## src/rtl/fsub_pipe.sv

```systemverilog
// fsub_pipe: 3-stage binary32 subtractor y = x1 - x2 (align / add-sub / normalize) with valid/ready.
// Define FSUB_ADD_SEL_EN to add the op port (op=1 computes x1 + x2).
module fsub_pipe (
   input  logic        clk,
   input  logic        rst,
   input  logic [31:0] x1,
   input  logic [31:0] x2,
   input  logic        in_valid,
   output logic        in_ready,
`ifdef FSUB_ADD_SEL_EN
   input  logic        op,
`endif
   output logic [31:0] y,
   output logic        out_valid,
   input  logic        out_ready
);
   logic        w_ld1, w_ld2, w_ld3;
   logic        w_s2e, w_swap, w_pm, w_sgn;
   logic [7:0]  w_ea, w_eb, w_ebig, w_sm;
   logic [22:0] w_mb, w_ms;
   logic        r_v1, r_sgn1, r_pm1, r_nr1;
   logic [7:0]  r_eb1, r_sm1;
   logic [22:0] r_mb1, r_ms1;
   logic [24:0] w_shs, w_na, w_nb, w_near;
   logic [25:0] w_big, w_far;
   logic        r_v2, r_sgn2, r_nr2;
   logic [7:0]  r_eb2;
   logic [25:0] r_d2;
   logic [4:0]  w_lz;
   logic [24:0] w_nsh;
   logic [8:0]  w_ne;
   logic [7:0]  w_fe;
   logic [22:0] w_fm;
   logic [31:0] w_y;
   logic        r_v3;
   logic [31:0] r_y;

   assign w_ld3    = ~r_v3 | out_ready;
   assign w_ld2    = ~r_v2 | w_ld3;
   assign w_ld1    = ~r_v1 | w_ld2;
   assign in_ready = w_ld1;
   assign out_valid = r_v3;
   assign y        = r_y;

`ifdef FSUB_ADD_SEL_EN
   assign w_s2e = op ? x2[31] : ~x2[31];
`else
   assign w_s2e = ~x2[31];
`endif
   assign w_ea   = x1[30:23];
   assign w_eb   = x2[30:23];
   assign w_swap = w_eb > w_ea;
   assign w_ebig = w_swap ? w_eb : w_ea;
   assign w_sm   = w_swap ? w_eb - w_ea : w_ea - w_eb;
   assign w_mb   = w_swap ? x2[22:0] : x1[22:0];
   assign w_ms   = w_swap ? x1[22:0] : x2[22:0];
   assign w_pm   = x1[31] ^ w_s2e;
   assign w_sgn  = (x1[30:0] > x2[30:0]) ? x1[31] : w_s2e;

   // Near path (effective subtract, exponents within 1) keeps an exact 25b difference.
   assign w_shs  = {1'b1, r_ms1, 1'b0} >> r_sm1;
   assign w_big  = {2'b01, r_mb1, 1'b0};
   assign w_far  = r_pm1 ? w_big - {1'b0, w_shs} : w_big + {1'b0, w_shs};
   assign w_na   = {1'b1, r_mb1, 1'b0};
   assign w_nb   = {1'b1, r_ms1, 1'b0};
   assign w_near = r_sm1[0] ? w_na - {2'b01, r_ms1} : (w_na >= w_nb ? w_na - w_nb : w_nb - w_na);

   always_comb begin
      w_lz = 5'd0;
      for (int i = 0; i < 25; i++) if (r_d2[i]) w_lz = 5'(24 - i);
      w_nsh = r_d2[24:0] << w_lz;
      w_ne  = {1'b0, r_eb2} - {4'b0, w_lz};
      w_fe  = r_d2[25] ? r_eb2 + 8'd1 : r_d2[24] ? r_eb2 : (r_eb2 == 8'd0 ? 8'd0 : r_eb2 - 8'd1);
      w_fm  = r_d2[25] ? r_d2[24:2] : r_d2[24] ? r_d2[23:1] : r_d2[22:0];
      w_y   = !r_nr2 ? {r_sgn2, w_fe, w_fm} :
              ~|w_nsh ? 32'd0 : {r_sgn2, w_ne[8] ? 8'd0 : w_ne[7:0], w_nsh[23:1]};
   end

   always_ff @(posedge clk) begin
      if (rst) begin
         r_v1 <= 1'b0;
         r_v2 <= 1'b0;
         r_v3 <= 1'b0;
         r_y  <= 32'd0;
      end else begin
         if (w_ld1) r_v1 <= in_valid;
         if (w_ld1 && in_valid) begin
            r_sgn1 <= w_sgn;
            r_eb1  <= w_ebig;
            r_mb1  <= w_mb;
            r_ms1  <= w_ms;
            r_sm1  <= w_sm;
            r_pm1  <= w_pm;
            r_nr1  <= (w_sm <= 8'd1) & w_pm;
         end
         if (w_ld2) r_v2 <= r_v1;
         if (w_ld2 && r_v1) begin
            r_sgn2 <= r_sgn1;
            r_eb2  <= r_eb1;
            r_nr2  <= r_nr1;
            r_d2   <= r_nr1 ? {1'b0, w_near} : w_far;
         end
         if (w_ld3) r_v3 <= r_v2;
         if (w_ld3 && r_v2) r_y <= w_y;
      end
   end
endmodule

```

## config.mk

```make
export PLATFORM = sky130hd
export DESIGN_NAME = fsub_pipe
export DESIGN_NICKNAME = d
export VERILOG_FILES = /design/src/rtl/fsub_pipe.sv
export SDC_FILE = /design/constraint.sdc
export NUM_CORES = 1
export LEC_CHECK = 0
export BUFFER_PORTS_ARGS = -buffer_cell sky130_fd_sc_hd__buf_2
export CORE_ASPECT_RATIO = 2
export CORE_MARGIN = 3
export CORE_UTILIZATION = 58
export CTS_CLUSTER_DIAMETER = 150
export DETAILED_ROUTE_END_ITERATION = 10
export GPL_TIMING_DRIVEN = 0
export PLACE_DENSITY = 0.8
export SKIP_CTS_REPAIR_TIMING = 1
export SYNTH_ARGS = -nofsm -noshare
export SYNTH_HDL_FRONTEND = slang
export SYNTH_SLANG_ARGS = --single-unit
```

## constraint.sdc

```tcl
create_clock -name clk -period 7.26 [get_ports clk]
set_input_delay 1.452 -clock clk [delete_from_list [all_inputs] [get_ports clk]]
set_output_delay 1.452 -clock clk [all_outputs]
set_load 0.005 [all_outputs]
```

Yosys cells after proc, flatten, opt, wreduce, memory -nomap -nowiden --
Index checks and enable logic that the tools add are counted. W data, S select, Z words.
Storage, ports and cells: input bits 68, flip-flop bits (word level) 136
Operators by class: mux-type cells 42, reduce and logical (&&, ||, !) cells 7, $lt $le $gt $ge 4, add/sub/neg operators 10, bitwise gates (word level) 10, shifts and indexed selects 2
Operators with widths (number):
- $mux W5 | 25
- $mux W23 | 4
- $mux W25 | 3
- $mux W32 | 2
- $sub A25 B25 Y25 | 2
- $mux W8 | 6
- $gt A31 B31 Y1 | 1
- $add A25 B25 Y26 | 1
- $mux W26 | 1
- $sub A25 B25 Y26 | 1
- $ge A25 B25 Y1 | 1
- $reduce_or A25 Y1 | 1
- $shl A25 B5 Y25 | 1
- $shr A25 B8 Y25 | 1
- $sub A25 B24 Y25 | 1
- $sub A8 B8 Y8 | 2
- $sub A8 B5 Y9 | 1
- $add A8 B1 Y8 const B | 1
- $gt A8 B8 Y1 | 1
- $le A8 B1 Y1 const B | 1
- $logic_not A8 Y1 | 1
- $sub A8 B1 Y8 const B | 1
- $not A1 Y1 | 5
- $reduce_and A2 Y1 | 2
- other kinds (5) | 9

Logic depth before layout (Yosys ltp) --
Gate-level depths: netlist of the first run.
depth after elaboration 29, mapped depth 24, gate-level depth less buffers 22

Least setup slack after synthesis of the first run --
Ideal clock, no wire load.
kind input to register, start point input port out_ready, end point register r_eb1[0], enable pin, buffers on the path 0, slack 0.221 ns, setup time 0.581 ns, stages on the path 3, data arrival time 6.457 ns, path through nor2b_1 > and3_1 > nor3b_1
Between the ends: cells in the longest elaborated chain, start to end 5
RTL lines:
- start: declaration | line 15 | input logic out_ready
- $or A1 B1 Y1 | line 38 | assign w_ld3 = ~r_v3 | out_ready;
- $or A1 B1 Y1 | line 39 | assign w_ld2 = ~r_v2 | w_ld3;
- $or A1 B1 Y1 | line 40 | assign w_ld1 = ~r_v1 | w_ld2;
- $logic_and A1 B1 Y1 | line 87 | if (w_ld1 && in_valid) begin
- $reduce_and A2 Y1 (no source line)
- end signal: assignment | line 89 | r_eb1 <= w_ebig;
- end: declaration | line 22 | logic [7:0] r_eb1, r_sm1;
Every way passes these cells. A chain may end at the register's enable or synchronous reset.

Worst setup path in the final report of the first run --
start point register r_sm1[7], end point register r_d2[22], data pin
Between the ends: cells in the longest elaborated chain, start to end 4, elaborated cells on any way between the ends 5, those cells by class 2 x add/sub; 1 x shift; 2 x mux
RTL lines:
- start: declaration | line 22
- start signal: assignment | line 92 | r_sm1 <= w_sm;
- $shr A25 B8 Y25 * | line 61 | assign w_shs = {1'b1, r_ms1, 1'b0} >> r_sm1;
- $add A25 B25 Y26 or $sub A25 B25 Y26 (tied branches) | line 63 | assign w_far = r_pm1 ? w_big - {1'b0, w_shs} : w_big + {1'b0, w_shs};
- $mux W26 * | line 63
- $mux W25 * | line 101 | r_d2 <= r_nr1 ? {1'b0, w_near} : w_far;
- end signal: assignment | line 101
- end: declaration | line 28 | logic [25:0] r_d2;
Mark *: on every way between the ends. The rest lies on a longest branch, timed or not.

==> results.txt, run 1 <==
dpl cell area: 0.01793 mm2
CP Launch Type: register
final count of pins violating max slew: 0
dpl ws: 0.6908 ns
Yosys reg bits: 136
clk_skew: 0.01427 ns
critical path fanouts, max: 10
post-synthesis cell count: 2,139
Syn Nets: 2,376
final worst slack: 0.2849 ns
Placer Congestion: 1.081
CP Class: register to register
delay-heaviest family, CP: compound AO/OA/AOI/OAI gates
worst path bufs/invs: 1
design area: 0.01852 mm2
TritonCTS clock tree: built
post-route setup TNS: 0 ns
status: finished with violations
CP Cell Sequence: nor2_1, clkbuf_1, o211ai_1, a21oi_1, a22oi_1, o22a_1, or2_2, ha_1, nor2b_1, o21ai_0, nand4_1, a31oi_1, nor3_1, nor3_1, o31ai_1, a41o_1, a2111oi_0
Pleak: 8.042 nW
Hold WC Path Type: register to register
Pwr Density: 185.3 mW/mm2
Root Buffer Master: clkbuf_16
Avg Synthesized Cell Area: 7.899 um2
initial core utilization: 0.5947
dpl hpwl: 56,250 um
most frequent cells in the layout: nor2_1 (186), nand2_1 (182), o21ai_0 (166), a21oi_1 (164), inv_1 (163)
initial antenna violation count: 3
# fillers: 2,458
period utilization: 0.9608
Final setup violation count: 0
Final ANT Viol Nets: 0
Reg area: 0.003734 mm2
die height: 247.4 um
Post-synth top flop: edfxtp_1
First-pass DRT Iterations: 6
CTS sink count: 136
FFs w/ async S/R, synth: 0
Die Area: 0.03134 mm2
commonest non-fill, non-tap cell in the layout: nor2_1
first-pass GRT wire length: 106,300 um
CTS Buf Count: 17
gr ovfl total: 0
layout cells sized above 1: 0.1299
DRC Markers: 0
Top Ports: 102
Total Routed Length: 69,780 um
RSZ-0062 raised after global routing: no
Hold Slack: 0.4186 ns
initial DRC count: 1,904
failing checks: capacitance limit
minimum clock period: 6.975 ns
Rel. slew slack: 0.009717
post-synth design cell area: 0.01690 mm2
number of vias in the routed layout: 17,900
IR drop worst, VDD: 0.1990 mV
Worst path most repeated cell: nor3_1
MaxCap Viol Count: 2
FF-to-FF setup slack: 0.28 ns
Synth Warn #: 0
Critical Path RT: 7.44 ns
average wire per standard cell: 26.47 um
slowest CP cell: a21oi_1
Row Count: 87
Arr. time, crit path: 7.16 ns
largest net degree at the start of global routing: 17
gr usage total: 0.4481
die width: 126.7 um
register area share after synthesis: 0.2210
crit-path max cell delay: 0.84 ns
worst-skew pair later-pin latency: 0.47 ns
P&R area growth vs syn: 9.597%
core area: 0.02841 mm2
final net count: 2,502
FMAX: 143.4 MHz
IO Port Bufs: 100
Power, Total: 0.003431 W
Reg clk slew, reported paths: 0.07 ns
number of synthesized flops with an enable pin: 101
H-tree levels: 4
vias per std cell: 6.792
synth unique cells: 110
Clock Path Buffers: 2
area of the multi-input gates: 0.01190 mm2
vias in the first global route: 18,530
CP Capture Type: register
final hold vios: 0
Slew @ Worst Pin: 1.472 ns
-- cell type report --
type,count,area share
clock buffers,17,0.02297
well taps,356,0.02405
clock inverters,15,0.008649
flip-flops and latches,136,0.2016
diodes,2,0.0002703
repair buffers,107,0.03108
multi-input cells,1702,0.6424
inverters,168,0.03405
plain buffers,133,0.03486
-- power by group --
group / internal, W / switching, W
Sequential: 0.000913 / 0.0000708
Clock: 0.000485 / 0.000419
Combinational: 0.000570 / 0.000972
Total: 0.00197 / 0.00146
-- cells by family (layout without fill, tap and decap cells) --
kind of cell,count (synthesis),after routing,share of synthesized area
compound gates,705,705,0.2784
xor+xnor,71,71,0.03680
buf+inv,301,440,0.07553
other cells,0,2,0
fa+ha+maj,169,169,0.1287
mux,115,115,0.07968
simple gates,642,642,0.1799
flops,136,136,0.2210
-- routing by layer --
| metal | part of all wire | up-vias | GRT usage |
|---|---|---|---|
| met4 | 0.14 | 4 | 0.5047 |
| met3 | 0.065 | 565 | 0.1305 |
| met1 | 0.29 | 8146 | 0.3663 |
| met2 | 0.50 | 1103 | 0.7882 |
| met5 | 0.00044 | - | 0 |
| li1 | - | 8086 | - |
-- state kept, by name (all words and copies together), names as in the netlist, 8 cells and up --
signal / flops
y: 32
r_eb1: 8
r_mb1: 23
r_sm1: 8
r_eb2: 8
r_ms1: 23
r_d2: 26
-- final timing paths --
path             from        to  cells past startpoint
max          r_sm1[7]  r_d2[22]                     17
min          r_eb1[6]  r_eb2[6]                      0
max reg2reg  r_sm1[7]  r_d2[22]                     17
min reg2reg  r_eb1[6]  r_eb2[6]                      0
-- cells in the mapped netlist, types with 23 or more instances --
| cell type | instances | area share |
|---|---|---|
| nor2_1 | 186 | 0.041 |
| nand2_1 | 182 | 0.040 |
| o21ai_0 | 166 | 0.049 |
| nand2b_1 | 24 | 0.0089 |
| a21oi_1 | 164 | 0.049 |
| clkbuf_1 | 79 | 0.018 |
| edfxtp_1 | 101 | 0.18 |
| a31oi_1 | 27 | 0.010 |
| nor2b_1 | 23 | 0.0085 |
| nor3_1 | 61 | 0.018 |
| inv_1 | 163 | 0.036 |
| a211oi_1 | 27 | 0.012 |
| xnor2_1 | 43 | 0.022 |
| o211ai_1 | 31 | 0.014 |
| ha_1 | 161 | 0.12 |
| nand3_1 | 43 | 0.013 |
| o21a_1 | 27 | 0.012 |
| dfxtp_1 | 35 | 0.041 |
| mux2i_1 | 67 | 0.040 |
| a21o_1 | 60 | 0.027 |
| nand4_1 | 25 | 0.0093 |
| xor2_1 | 28 | 0.015 |
| buf_2 | 27 | 0.0080 |
| mux2_2 | 35 | 0.023 |
-- per-stage QoR --
| stage | cells | util |
|---|---|---|
| after floorplan | 2139 | - |
| after global placement | 2595 | 0.6280 |
| after detailed placement | 2602 | 0.6310 |
| after CTS | 2634 | 0.6516 |
| after global routing | 2635 | 0.6517 |
| final | 2636 | 0.6518 |
No activity file was read; power rests on OpenSTA's default activity.
==> run 2, diff against run 1 <==
- ABC_AREA: unset -> 1
- CORE_UTILIZATION: 58 -> 57
- PLACE_DENSITY: 0.8 -> 0.79
==> run 2 against run 1 <==
Compared with the run above:
- the run now ends clean
- non-clock buffer count is 34 lower
- sequential share of layout area increased by 1.0 points
- hold slack better by 0.023 ns
- final area shrank 4.7%
- count of clock-buffer cells in the layout unchanged
- largest power group unchanged
- register-to-register slack better by 0.68 ns
- highest routed layer is now met4
- final cell count is 11% higher
- global-route usage fell by 0.75 points
- combinational power rose by 3%
- critical path type unchanged
- wire length shrank 2.0%
- maximum frequency grew 11%
==> results.txt, run 2 <==
IO Port Bufs: 101 (+1.0%)
Hold Slack: 0.4414 ns (+0.02272 ns)
post-synth design cell area: 0.01602 mm2 (-5.2%)
P&R area growth vs syn: 10.14%
dpl cell area: 0.01699 mm2 (-5.2%)
gr ovfl total: 0 (unchanged)
Post-synth top cells: nand2_1 (488), inv_1 (320), a21oi_1 (283), o21ai_0 (279), nand3_1 (179)
FFs w/ async S/R, synth: 0 (unchanged)
Worst path most repeated cell: nand2_1
status: complete, no violations
final count of pins violating max slew: 0 (unchanged)
register area share after synthesis: 0.2330 (+0.01206)
average wire per standard cell: 23.33 um (-12%)
die width: 124.6 um (-1.7%)
clk_skew: 0.01456 ns (+0.0002893 ns)
vias per std cell: 6.308 (-7.1%)
vias in the first global route: 18,370 (-0.88%)
crit-path max cell delay: 0.63 ns (-0.21 ns)
Hold WC Path Type: register to register
max reg flops: 32 (unchanged)
FF-to-FF path depth: 26 (+9)
dpl hpwl: 55,310 um (-1.7%)
Pleak: 8.331 nW (+3.6%)
delay-heaviest family, CP: compound AO/OA/AOI/OAI gates
Final ANT Viol Nets: 0 (unchanged)
initial DRC count: 1,973 (+3.6%)
Root Buffer Master: clkbuf_16
largest net degree at the start of global routing: 52 (+35)
Die Area: 0.03028 mm2 (-3.4%)
Area contributors post-synth: edfxtp_1 (19%), ha_1 (13%), nand2_1 (11%), a21oi_1 (8.8%), o21ai_0 (8.7%)
design area: 0.01765 mm2 (-4.7%)
Rel. slew slack: 0.05620 (+0.04648)
Row Count: 86 (-1.1%)
final core utilization: 0.6381 (-0.01369)
worst-skew pair later-pin latency: 0.47 ns (about the same)
final net count: 2,802 (+12%)
Slew @ Worst Pin: 1.401 ns (-0.07096 ns)
Critical Path Source: r_sm1[0]
FF-to-FF setup slack: 0.97 ns (+0.68 ns)
layout cells sized above 1: 0.07991 (-0.05003)
Hold EP: r_eb2[0]
most frequent cells in the layout: nand2_1 (488), inv_1 (318), a21oi_1 (283), o21ai_0 (279), nand3_1 (179)
CTS Buf Count: 17 (unchanged)
CTS sink count: 136 (unchanged)
final hold vios: 0 (unchanged)
First-pass DRT Iterations: 7 (+1)
Final setup violation count: 0 (unchanged)
synth unique cells: 62 (-44%)
initial antenna violation count: 0 (-3)
slowest CP cell: nor3_2
die height: 243.1 um (-1.7%)
hold depth: 0 (unchanged)
MaxCap Viol Count: 0 (-2)
RSZ-0062 raised after global routing: no
Placer Congestion: 1.090 (+0.83%)
Clock Path Buffers: 2 (unchanged)
Avg Synthesized Cell Area: 6.558 um2 (-17%)
H-tree levels: 4 (unchanged)
CP Class: register to register
Post-synth top flop: edfxtp_1
Reg clk slew, reported paths: 0.07 ns (about the same)
largest area contributor in the netlist: edfxtp_1
commonest non-fill, non-tap cell in the layout: nand2_1
critical path fanouts, max: 10 (unchanged)
post-route setup TNS: 0 ns (unchanged)
period utilization: 0.8670 (-0.09376)
RR Startpoint: r_sm1[0]
initial core utilization: 0.5794 (-0.01535)
CP Capture Type: register
antenna fix cells: 0 (-2)
share of the synthesized area in the top cell type: 0.1893 (+0.009799)
number of synthesized flops with an enable pin: 101 (unchanged)
Worst path depth: 26 (+9)
Total Routed Length: 68,370 um (-2.0%)
worst path bufs/invs: 5 (+4)
Critical Path RT: 7.58 ns (+0.14 ns)
gr usage total: 0.4406 (-0.007496)
first-pass GRT wire length: 102,000 um (-4.1%)
TritonCTS clock tree: built
core area: 0.02765 mm2 (-2.7%)
post-synthesis cell count: 2,443 (+14%)
Power, Total: 0.003528 W (+2.8%)
hold path start: r_eb1[0]
minimum clock period: 6.294 ns (-0.6807 ns)
Syn Nets: 2,680 (+13%)
Yosys reg bits: 136 (unchanged)
Arr. time, crit path: 6.62 ns (-0.54 ns)
CP Launch Type: register
DRC Markers: 0 (unchanged)
number of vias in the routed layout: 18,480 (+3.2%)
Top Ports: 102 (unchanged)
Synth Warn #: 0 (unchanged)
Pwr Density: 199.9 mW/mm2 (+7.9%)
FMAX: 158.9 MHz (+11%)
FF-to-FF End: r_d2[22]
IR drop worst, VDD: 0.2164 mV (+8.8%)
count leader, synth: nand2_1
## run 2: where the power goes
| part | leakage [nW] | internal (W) | switching, W |
|---|---|---|---|
| Sequential | 1.21 | 0.000919 | 0.0000824 |
| Combinational | 6.81 | 0.000493 | 0.00109 |
| Clock | 0.304 | 0.000526 | 0.000417 |
| Total | 8.33 | 0.00194 | 0.00159 |
## run 2: cells by family (layout without fill, tap and decap cells)
kind of cell	count (synthesis)	count (layout)	synth area share
adder cells (fa/ha/maj)	169	169	0.1357
multiplexers	7	7	0.004373
flip-flops	136	136	0.2330
AND/OR/NAND/NOR	920	920	0.2453
buffers and inverters	437	572	0.1071
AO/OA/AOI/OAI	729	729	0.2499
XOR/XNOR	45	45	0.02460
## run 2: area by class of cell
class                      instances  area, um2
timing repair buffer             103      545.5
multi-input combinational       1870      10580
tap                              352      440.4
clock inverter                    15      202.7
buffer                           103      461.7
fill                            2604      10010
sequential                       136       3734
clock buffer                      17      425.4
inverter                         334       1254
## run 2: how the worst max path moves through the flow
| stage | slack, ns | endpoint |
|---|---|---|
| finish | 0.97 | r_d2[22] |
| CTS | 1.17 | r_d2[22] |
| floorplan | 2.90 | r_d2[23] |
| global placement | 1.26 | r_d2[22] |
| detailed placement | 1.21 | r_d2[22] |
| global route | 0.70 | r_d2[23] |
## run 2: per-stage QoR
stage,cells,worst slack [ns]
2_1_floorplan,2443,2.902
3_5_place_dp,2897,1.208
5_1_grt,2930,0.7007
6_report,2930,0.9657
3_3_place_gp,2896,1.259
4_1_cts,2929,1.169
## run 2: layer usage
metal,vias to the layer above,GRT usage,part of all wire
met1,8346,0.3545,0.28
met2,1088,0.7819,0.50
met5,-,0.004902,0
met4,0,0.5291,0.15
li1,8560,-,-
met3,488,0.1046,0.067
